--- config.mk ---
export PLATFORM = sky130hd
export DESIGN_NAME = shift_register_sipo_rx
export DESIGN_NICKNAME = d
export VERILOG_FILES = /design/src/rtl/shift_register_sipo_rx_pkg.sv /design/src/rtl/shift_register_sipo_rx.sv
export SDC_FILE = /design/constraint.sdc
export NUM_CORES = 1
export LEC_CHECK = 0
export ABC_AREA = 1
export BUFFER_PORTS_ARGS = -buffer_cell sky130_fd_sc_hd__clkbuf_2
export CAP_MARGIN = 10
export CORE_MARGIN = 5
export CORE_UTILIZATION = 55
export CTS_CLUSTER_DIAMETER = 60
export DETAILED_ROUTE_END_ITERATION = 8
export PLACE_DENSITY = 0.77
export SKIP_LAST_GASP = 1
export SLEW_MARGIN = 20
export SYNTH_ARGS = -nofsm -noshare
export SYNTH_HDL_FRONTEND = slang
export SYNTH_SLANG_ARGS = --single-unit
--- constraint.sdc ---
create_clock -name clk -period 2.1 [get_ports clk]
set_clock_uncertainty 0.1 [all_clocks]
set_input_delay 0.105 -clock clk [delete_from_list [all_inputs] [get_ports clk]]
set_output_delay 0.105 -clock clk [all_outputs]
set_load 0.05 [all_outputs]
--- src/rtl/shift_register_sipo_rx_pkg.sv ---
// rtl/shift_register_sipo_rx_pkg.sv - shared link defaults and receiver state encoding
package shift_register_sipo_rx_pkg;

  localparam int       LINK_WIDTH    = 32;
  localparam logic     LINK_IDLE_VAL = 1'b1;

  localparam logic [1:0] IDLE = 2'd0;
  localparam logic [1:0] DATA = 2'd1;
  localparam logic [1:0] STOP = 2'd2;

  typedef enum logic [1:0] {
    S_IDLE = IDLE,
    S_DATA = DATA,
    S_STOP = STOP
  } rx_state_t;

endpackage

--- src/rtl/shift_register_sipo_rx.sv ---
// rtl/shift_register_sipo_rx.sv - LSB-first framed serial receiver with parallel word output
module shift_register_sipo_rx
  import shift_register_sipo_rx_pkg::*;
#(
  parameter int   WIDTH    = LINK_WIDTH,
  parameter logic IDLE_VAL = LINK_IDLE_VAL
) (
  input  logic             clk,
  input  logic             reset,
  input  logic             enable,
  input  logic             SI,
  output logic [WIDTH-1:0] PO,
  output logic             valid,
  output logic             frame_error,
  output logic             busy
);

  localparam int CW = $clog2(WIDTH);
  localparam logic [CW-1:0] LAST_BIT = CW'(WIDTH - 1);

  rx_state_t        state, state_next;
  logic [CW-1:0]    cnt, cnt_next;
  logic [WIDTH-1:0] shreg, shreg_next;
  logic [WIDTH-1:0] po_next;
  logic             valid_next, frame_error_next;

  always_ff @(posedge clk) begin
    if (reset) begin
      state       <= S_IDLE;
      cnt         <= '0;
      shreg       <= '0;
      PO          <= '0;
      valid       <= 1'b0;
      frame_error <= 1'b0;
      busy        <= 1'b0;
    end else begin
      state       <= state_next;
      cnt         <= cnt_next;
      shreg       <= shreg_next;
      PO          <= po_next;
      valid       <= valid_next;
      frame_error <= frame_error_next;
      busy        <= (state_next != S_IDLE);
    end
  end

  // Nothing advances outside strobe cycles, so inter-strobe glitches on SI are ignored.
  always_comb begin
    state_next       = state;
    cnt_next         = cnt;
    shreg_next       = shreg;
    po_next          = PO;
    valid_next       = 1'b0;
    frame_error_next = 1'b0;
    if (enable) begin
      case (state)
        S_IDLE: begin
          if (SI == ~IDLE_VAL) begin
            state_next = S_DATA;
            cnt_next   = '0;
          end
        end
        S_DATA: begin
          shreg_next = {SI, shreg[WIDTH-1:1]};
          if (cnt == LAST_BIT) begin
            state_next = S_STOP;
          end else begin
            cnt_next = cnt + 1'b1;
          end
        end
        S_STOP: begin
          // The stop strobe always returns to IDLE; start detection waits for the next strobe.
          state_next = S_IDLE;
          if (SI == IDLE_VAL) begin
            po_next    = shreg;
            valid_next = 1'b1;
          end else begin
            frame_error_next = 1'b1;
          end
        end
        default: begin
          state_next = S_IDLE;
        end
      endcase
    end
  end

endmodule
Word-level counts from Yosys, hierarchy flattened

Cells that the tools add are included.
Widths: inputs -> output; s select.

$add $sub $neg: 1
Eq/ne operators: 5
Mux-type cells: 9
Bitwise operators: 2
Reduce and logical (&&, ||, !) cells: 7

Operators with widths:

| operator            | number |
|---|---|
| $mux 5              | 2 |
| $pmux 5 s2          | 1 |
| $mux 2              | 3 |
| $add 5x1->5 const B | 1 |
| $eq 5x5->1 const B  | 1 |
| $ne 2x2->1 const B  | 2 |
| $pmux 2 s2          | 1 |
| $reduce_and 4->1    | 1 |
| $reduce_bool 2->1   | 2 |
| $reduce_and 3->1    | 1 |
| $reduce_or 3->1     | 1 |
| $eq 2x1->1 const B  | 1 |
| $eq 2x2->1 const B  | 1 |
| $logic_not 2->1     | 1 |
| $mux 1              | 2 |
| $not 1->1           | 2 |
| $reduce_and 2->1    | 1 |

Bits in registers: 74
Input port bits: 4
Output and inout port bits: 35
Word-level logic and storage cells: 31

Depth between registers and ports, before layout

Gate-level depths: netlist of the first run.

Depth after elaboration: 5
Depth in mapped cells: 11
Mapped depth without buffers: 11

Worst setup path before layout of the first run

OpenSTA, ideal clock, no wires.

Path type: register to register
Start point: register cnt[0]
End point: register busy
Library setup time: 0.114 ns
Arrival: 1.338 ns
Required time: 1.886 ns
Slack: 0.548 ns
Cell stages (with the launch flop): 12
Buffers on the path: 0
Clock period less this slack: 1.552 ns
Cells stage by stage: dfxtp_1 ha_1 inv_1 nor3_1 ha_1 inv_1 nand2_1 nand2_1 nand2_1 nand2_1 nand2_1 nand2_1

Longest elaborated chain between the ends: 5

RTL lines:

| what                     | RTL line                     | source |
|---|---|---|
| start: declaration       | shift_register_sipo_rx.sv:22 | `logic [CW-1:0] cnt, cnt_next;` |
| start signal: assignment | shift_register_sipo_rx.sv:38 | `cnt <= cnt_next;` |
| $eq 5x5->1               | shift_register_sipo_rx.sv:65 | `if (cnt == LAST_BIT) begin` |
| $mux 2                   | shift_register_sipo_rx.sv:65 |  |
| $pmux 2 s2               | shift_register_sipo_rx.sv:56 | `case (state)` |
| $mux 2                   | shift_register_sipo_rx.sv:55 | `if (enable) begin` |
| $reduce_bool 2->1        | shift_register_sipo_rx.sv:43 | `busy <= (state_next != S_IDLE);` |
| end signal: assignment   | shift_register_sipo_rx.sv:43 |  |
| end: declaration         | shift_register_sipo_rx.sv:15 | `output logic busy` |

Every way passes these cells.
A chain may end at the register's enable or synchronous reset.

Final worst setup path of the first run

Ends and elaborated chain as after synthesis.

==> results.yml, run 1 <==
worst_setup_path:
  critical_path.cell_chain: "ha_1 > inv_1 > nor3_1 > ha_1 > inv_1 > nand2_1 > nand2_1 > nand2_1 > nand2_1 > nand2_1 > nand2_1"
  crit_required_ns: 2.23
  cp_max_fo: 5
  end_kind: "flip-flop"
  crit_type: "reg2reg"
  crit_path_start_kind: "flip-flop"
  path_common_cell: "nand2_1"
  slowest_stage: "dfxtp_1"
  slowest_delay_ns: 0.37
  cp_data_arrival_time_ns: 1.88
yosys:
  synth.area.top_cells: "dfxtp_1 (55%), nor2_1 (19%), o21ai_0 (11%), nand2_1 (2.9%), inv_1 (1.8%)"
  ys_seq_area_share_pct: 55.0
  yosysMostFrequentCell: "nor2_1"
  ys_async_sr_fraction_pct: 0
  yosysWarningCount: 0
  synth.top_cell.area_share_pct: 55.0
  synth_top_cell_by_area: "dfxtp_1"
  synth_area_mm2: 0.00269
  synth.distinct_cells: 19
  synthesis.instances: 346
  ys.flop_type: "dfxtp_1"
  synth-edff-count: 0
  ys_seq_elements: 74
  yosys-top-cells-count: "nor2_1 (133), dfxtp_1 (74), o21ai_0 (61)"
  syn_nets: 352
  synth_area_per_cell_um2: 7.78
grt:
  antenna_found_initial: 0
  overflow: 0
  grt_max_degree: 56
  grt_pass1_wl_um: 8600
  grt_usage_pct: 17.0
  grt_pass1_vias: 1970
power_and_ir_drop:
  p_clk_share_pct: 40.8
  p_total_mw: 2.68
  power.density_mw_per_mm2: 866
  p_int_mw: 2.09
  p_comb_share_pct: 4.6
  p_switching_mw: 0.584
  p_seq_share_pct: 54.6
  vdd_drop_max_mv: 0.471
  p_leak_nw: 1.43
  swShare_pct: 21.8
routing:
  drt_iter0_drc: 158
  dr.pass1.iters: 4
  wirelength_um: 4950
  drtAntennaViolNets: 0
  drc: 0
  vias: 2252
  routed_via_density: 4.97
  wl_per_cell_um: 10.9
timing:
  fin_crit_sh_pct: 83.7
  rsz0062_at_grt: "false"
  worst_pin_slew_ns: 0.527
  tns_ns: 0
  slew_headroom_pct: 64.8
  hold_viol: 0
  fmax_ghz: 0.569
  slew_viol_final: 0
  post-route-min-period_ns: 1.76
  final-setup-viol-count: 0
cts:
  insertion_delay_ns: 0.33
  htreeDepth: 3
  clockBufferDepth: 2
  post_cts_buffers: 0
  cts_made_buffers: 9
  cts_sinks: 74
  cts_tree: "done"
  path_clk_slew_ns: 0.07
  cts_root_buf: "clkbuf_8"
place:
  gp_congestion: 0.831
  portBuffers: 38
  dp_hpwl_um: 3100
cells_and_area:
  antenna_cells: 0
  nets: 387
  layout-drive-gt1-share_pct: 15.3
  multiInputGateArea_mm2: 0.00102
  area_growth_syn_to_layout_pct: 14.8
  fillers: 417
  regArea_mm2: 0.00148
status:
  status: "finished, final reports clean"
floorplan:
  rows: 25
  pin_count: 39
  fp.dieW_um: 80.0
  die_area_mm2: 0.00640
  start_util_pct: 57.0
  coreArea_mm2: 0.00472
  die_h_um: 80.0
job:
  max_cap_viol_count: 0
min_path:
  hold_path_class: "in2reg"
-- power groups by stage --
stage / clock (mW) / sequential [mW] / combinational, mW
2_1_floorplan: 0 / 1.49 / 0.0974
3_3_place_gp: 0 / 1.49 / 0.118
3_5_place_dp: 0 / 1.49 / 0.120
4_1_cts: 1.12 / 1.46 / 0.124
5_1_grt: 1.18 / 1.46 / 0.142
6_report: 1.09 / 1.46 / 0.122
-- cell usage in the layout, fill, tap and decap left out --
cell and count:
nand3_2 1, nor2_1 133, a21oi_1 4, clkbuf_2 38
dfxtp_1 74, nor3_1 1, dlygate4sd3_1 2, ha_1 2
nand3_1 5, nand2_1 21, buf_12 1, bufinv_16 1
inv_2 3, clkinv_2 1, o21ai_1 5, inv_1 13
buf_4 2, nor4_1 1, o21ai_0 61, nand4_1 2
nor2_4 1, clkbuf_1 3, clkbuf_8 11
-- logic make-up (layout without fill, tap and decap cells) --
kind of cell | after synthesis | in the layout | share of synthesized area (%)
and+or+nand+nor | 165 | 165 | 24.1
adders and majority gates | 2 | 2 | 0.929
AOI/OAI and AO/OA | 70 | 70 | 13.0
DFF | 74 | 74 | 55.0
buffers and inverters | 35 | 75 | 6.97
-- state kept, by name, summed over array words and instances, names as in the netlist --
| name | flops |
|---|---|
| frame_error | 1 |
| valid | 1 |
| busy | 1 |
| cnt | 5 |
| state | 2 |
| PO | 32 |
| shreg | 32 |
-- cell type report --
| cell class | instances | share of cell area (%) |
|---|---|---|
| clock buffer | 14 | 5.26 |
| multi-input combinational | 237 | 33.1 |
| clock inverter | 2 | 1.13 |
| tap | 67 | 2.71 |
| sequential | 74 | 47.9 |
| timing repair buffer | 43 | 7.93 |
| inverter | 16 | 1.94 |
-- final timing paths --
| path | start | end | slack [ns] | cells after the start |
|---|---|---|---|---|
| max | cnt[0] | busy | 0.34 | 11 |
| min | enable | state[1] | 0.05 | 4 |
| max reg2reg | cnt[0] | busy | 0.34 | 11 |
| min reg2reg | PO[7] | PO[7] | 0.38 | 2 |
-- worst max-delay path: cells and delay by family, from the launching register on --
kind	cells	cell delay (ns)
adder cells (fa/ha/maj)	2	0.38
buffers and inverters	2	0.11
flip-flops	1	0.37
AND/OR/NAND/NOR	7	0.68
-- what timing repair did --
| action | in CTS | in global routing |
|---|---|---|
| hold buffers | 2 | 0 |
| resized for setup | 0 | 0 |
| endpoints found under the hold margin | 6 | 0 |
-- metal layers --
metal	track usage [%]	routed length [um]	vias to the layer above
met5	0	0	-
met4	9.29	112	0
met3	3.72	274	14
met2	26.4	2290	63
met1	21.9	2280	1001
li1	-	-	1174
-- through the flow --
step | cells | setup slack, ns | area [um^2] | hold slack (ns) | util [%]
floorplan | 346 | 0.548 | 2690 | 0.0741 | -
finish | 453 | 0.343 | 3090 | 0.0506 | 65.5
global placement | 435 | 0.445 | 2870 | 0.268 | 60.8
detailed placement | 435 | 0.345 | 2870 | 0.272 | 60.8
global route | 453 | 0.0882 | 3090 | 0.0566 | 65.5
CTS | 453 | 0.333 | 3090 | 0.0415 | 65.5
Note: power is estimated with default switching activity, not from simulation.
==> inputs of run 2 (changes only) <==
==> constraint.sdc (replaced) <==
create_clock -name clk -period 1.85 [get_ports clk]
set_clock_uncertainty 0.1 [all_clocks]
set_input_delay 0.0925 -clock clk [delete_from_list [all_inputs] [get_ports clk]]
set_output_delay 0.0925 -clock clk [all_outputs]
set_load 0.05 [all_outputs]
==> results.yml, run 2 (synthesized netlist as in run 1, its figures left out) <==
worst_setup_path:
  critical_path.cell_chain: "ha_1 > inv_1 > nor3_2 > ha_1 > inv_1 > nand2_1 > nand2_1 > nand2_2 > nand2_1 > nand2_1 > nand2_1"
  cp_top_family: "simple AND/OR/NAND/NOR gates"
  crit_required_ns: 1.99
  slowest_delay_ns: 0.36
  r2r_setup_slack_ns: 0.22
  path_common_cell: "nand2_1"
  crit_path_start_kind: "flip-flop"
  slowest_stage: "dfxtp_2"
  cp_data_arrival_time_ns: 1.76
  cp_max_fo: 5
  cp.buffers_inverters: 2
  end_kind: "flip-flop"
  crit_type: "reg2reg"
cells_and_area:
  antenna_cells: 0
  top_regs: "PO (32), shreg (32), cnt (5)"
  area_growth_syn_to_layout_pct: 15.8
  layout-drive-gt1-share_pct: 17.0
  nets: 389
  fillers: 419
  final_common_cell: "nor2_1"
  final_cell_mix: "nor2_1 (133), dfxtp_1 (72), o21ai_0 (61)"
grt:
  overflow: 0
  grt_pass1_wl_um: 9050
  antenna_found_initial: 0
  grt_pass1_vias: 2063
  grt_usage_pct: 18.1
  grt_max_degree: 46
routing:
  vias: 2235
  wl_per_cell_um: 11.1
  drtAntennaViolNets: 0
  routed_via_density: 4.91
  dr.pass1.iters: 4
  drt_iter0_drc: 154
  drc: 0
  wirelength_um: 5070
power_and_ir_drop:
  vdd_drop_max_mv: 0.578
  power.density_mw_per_mm2: 1000
  p_leak_nw: 1.44
floorplan:
  coreArea_mm2: 0.00472
  pin_count: 39
  die_area_mm2: 0.00640
  start_util_pct: 57.0
  fp.dieW_um: 80.0
  rows: 25
  die_h_um: 80.0
cts:
  cts_sinks: 74
  cts_tree: "done"
  clockBufferDepth: 2
  insertion_delay_ns: 0.34
  htreeDepth: 3
  cts_made_buffers: 9
  path_clk_slew_ns: 0.07
  post_cts_buffers: 0
  cts_root_buf: "clkbuf_8"
place:
  dp_hpwl_um: 3220
  gp_congestion: 0.844
  portBuffers: 38
  pre_cts_ws_ns: 0.113
timing:
  final-setup-viol-count: 0
  fin_ws_ns: 0.222
  slew_viol_final: 0
  worst_pin_slew_ns: 0.533
  fmax_ghz: 0.614
  post-route-min-period_ns: 1.63
  tns_ns: 0
  fin_crit_sh_pct: 88.0
  slew_headroom_pct: 64.4
  hold_viol: 0
min_path:
  hold_path_class: "in2reg"
status:
  status: "finished, final reports clean"
job:
  max_cap_viol_count: 0
## run 2: changes by cell type in the layout (fill, tap and decap cells not counted), sizes merged
cell,change
clkbuf,-3
clkinv,+2
buf,+2
bufinv,+1
## run 2: final cells by class
cell class	instances	area, um^2	area share (%)
Timing Repair Buffer	45	248	7.95
Clock buffer	11	131	4.22
Inverter	16	60.1	1.93
Sequential cell	74	1480	47.6
Clock inverter	5	78.8	2.53
Multi-Input combinational cell	237	1030	33.1
Tap cell	67	83.8	2.69
## run 2: final timing paths
| path | start | endpoint | cells after the start |
|---|---|---|---|
| setup / recovery | cnt[0] | busy | 11 |
| hold / removal | enable | state[1] | 4 |
| setup reg to reg | cnt[0] | busy | 11 |
| hold reg to reg | cnt[3] | cnt[3] | 2 |
## run 2: worst reg2reg max path: stages (launching register included)
cell and delay (ns):
dfxtp_2 0.36, ha_1 0.17, inv_1 0.06, nor3_2 0.11, ha_1 0.19, inv_1 0.06, nand2_1 0.05, nand2_1 0.12
nand2_2 0.14, nand2_1 0.06, nand2_1 0.07, nand2_1 0.05
## run 2: timing repair
item | CTS | global route
hold buffers | 2 | 0
gates resized for setup | 0 | 4
endpoints found under the setup margin | 0 | 7
endpoints found under the hold margin | 6 | 0
## run 2: where the power goes
part           internal, mW  total (mW)  switching, mW
combinational        0.0466       0.142         0.0958
sequential             1.63        1.66         0.0272
clock                 0.758        1.32          0.562
## run 2: per-stage QoR
| step | hold WS (ns) | instance area, um^2 | util, % | std cells | total power [mW] |
|---|---|---|---|---|---|
| floorplan | 0.0616 | 2690 | - | 346 | 1.80 |
| finish | 0.0149 | 3120 | 66.0 | 455 | 3.12 |
| global placement | 0.254 | 2880 | 60.9 | 437 | 1.83 |
| global route | 0.0218 | 3120 | 66.0 | 455 | 3.27 |
| detailed placement | 0.264 | 2880 | 60.9 | 437 | 1.83 |
| CTS | 0.00899 | 3110 | 65.8 | 455 | 3.15 |
## run 2: metal layers
layer  up-vias  share of wire, %  global-route usage [%]
li1       1173                 -                       -
met1      1010                47                    22.1
met2        44                47                    28.6
met3         8               4.4                    6.88
met4         0               1.6                    7.26
met5         -                 0                       0
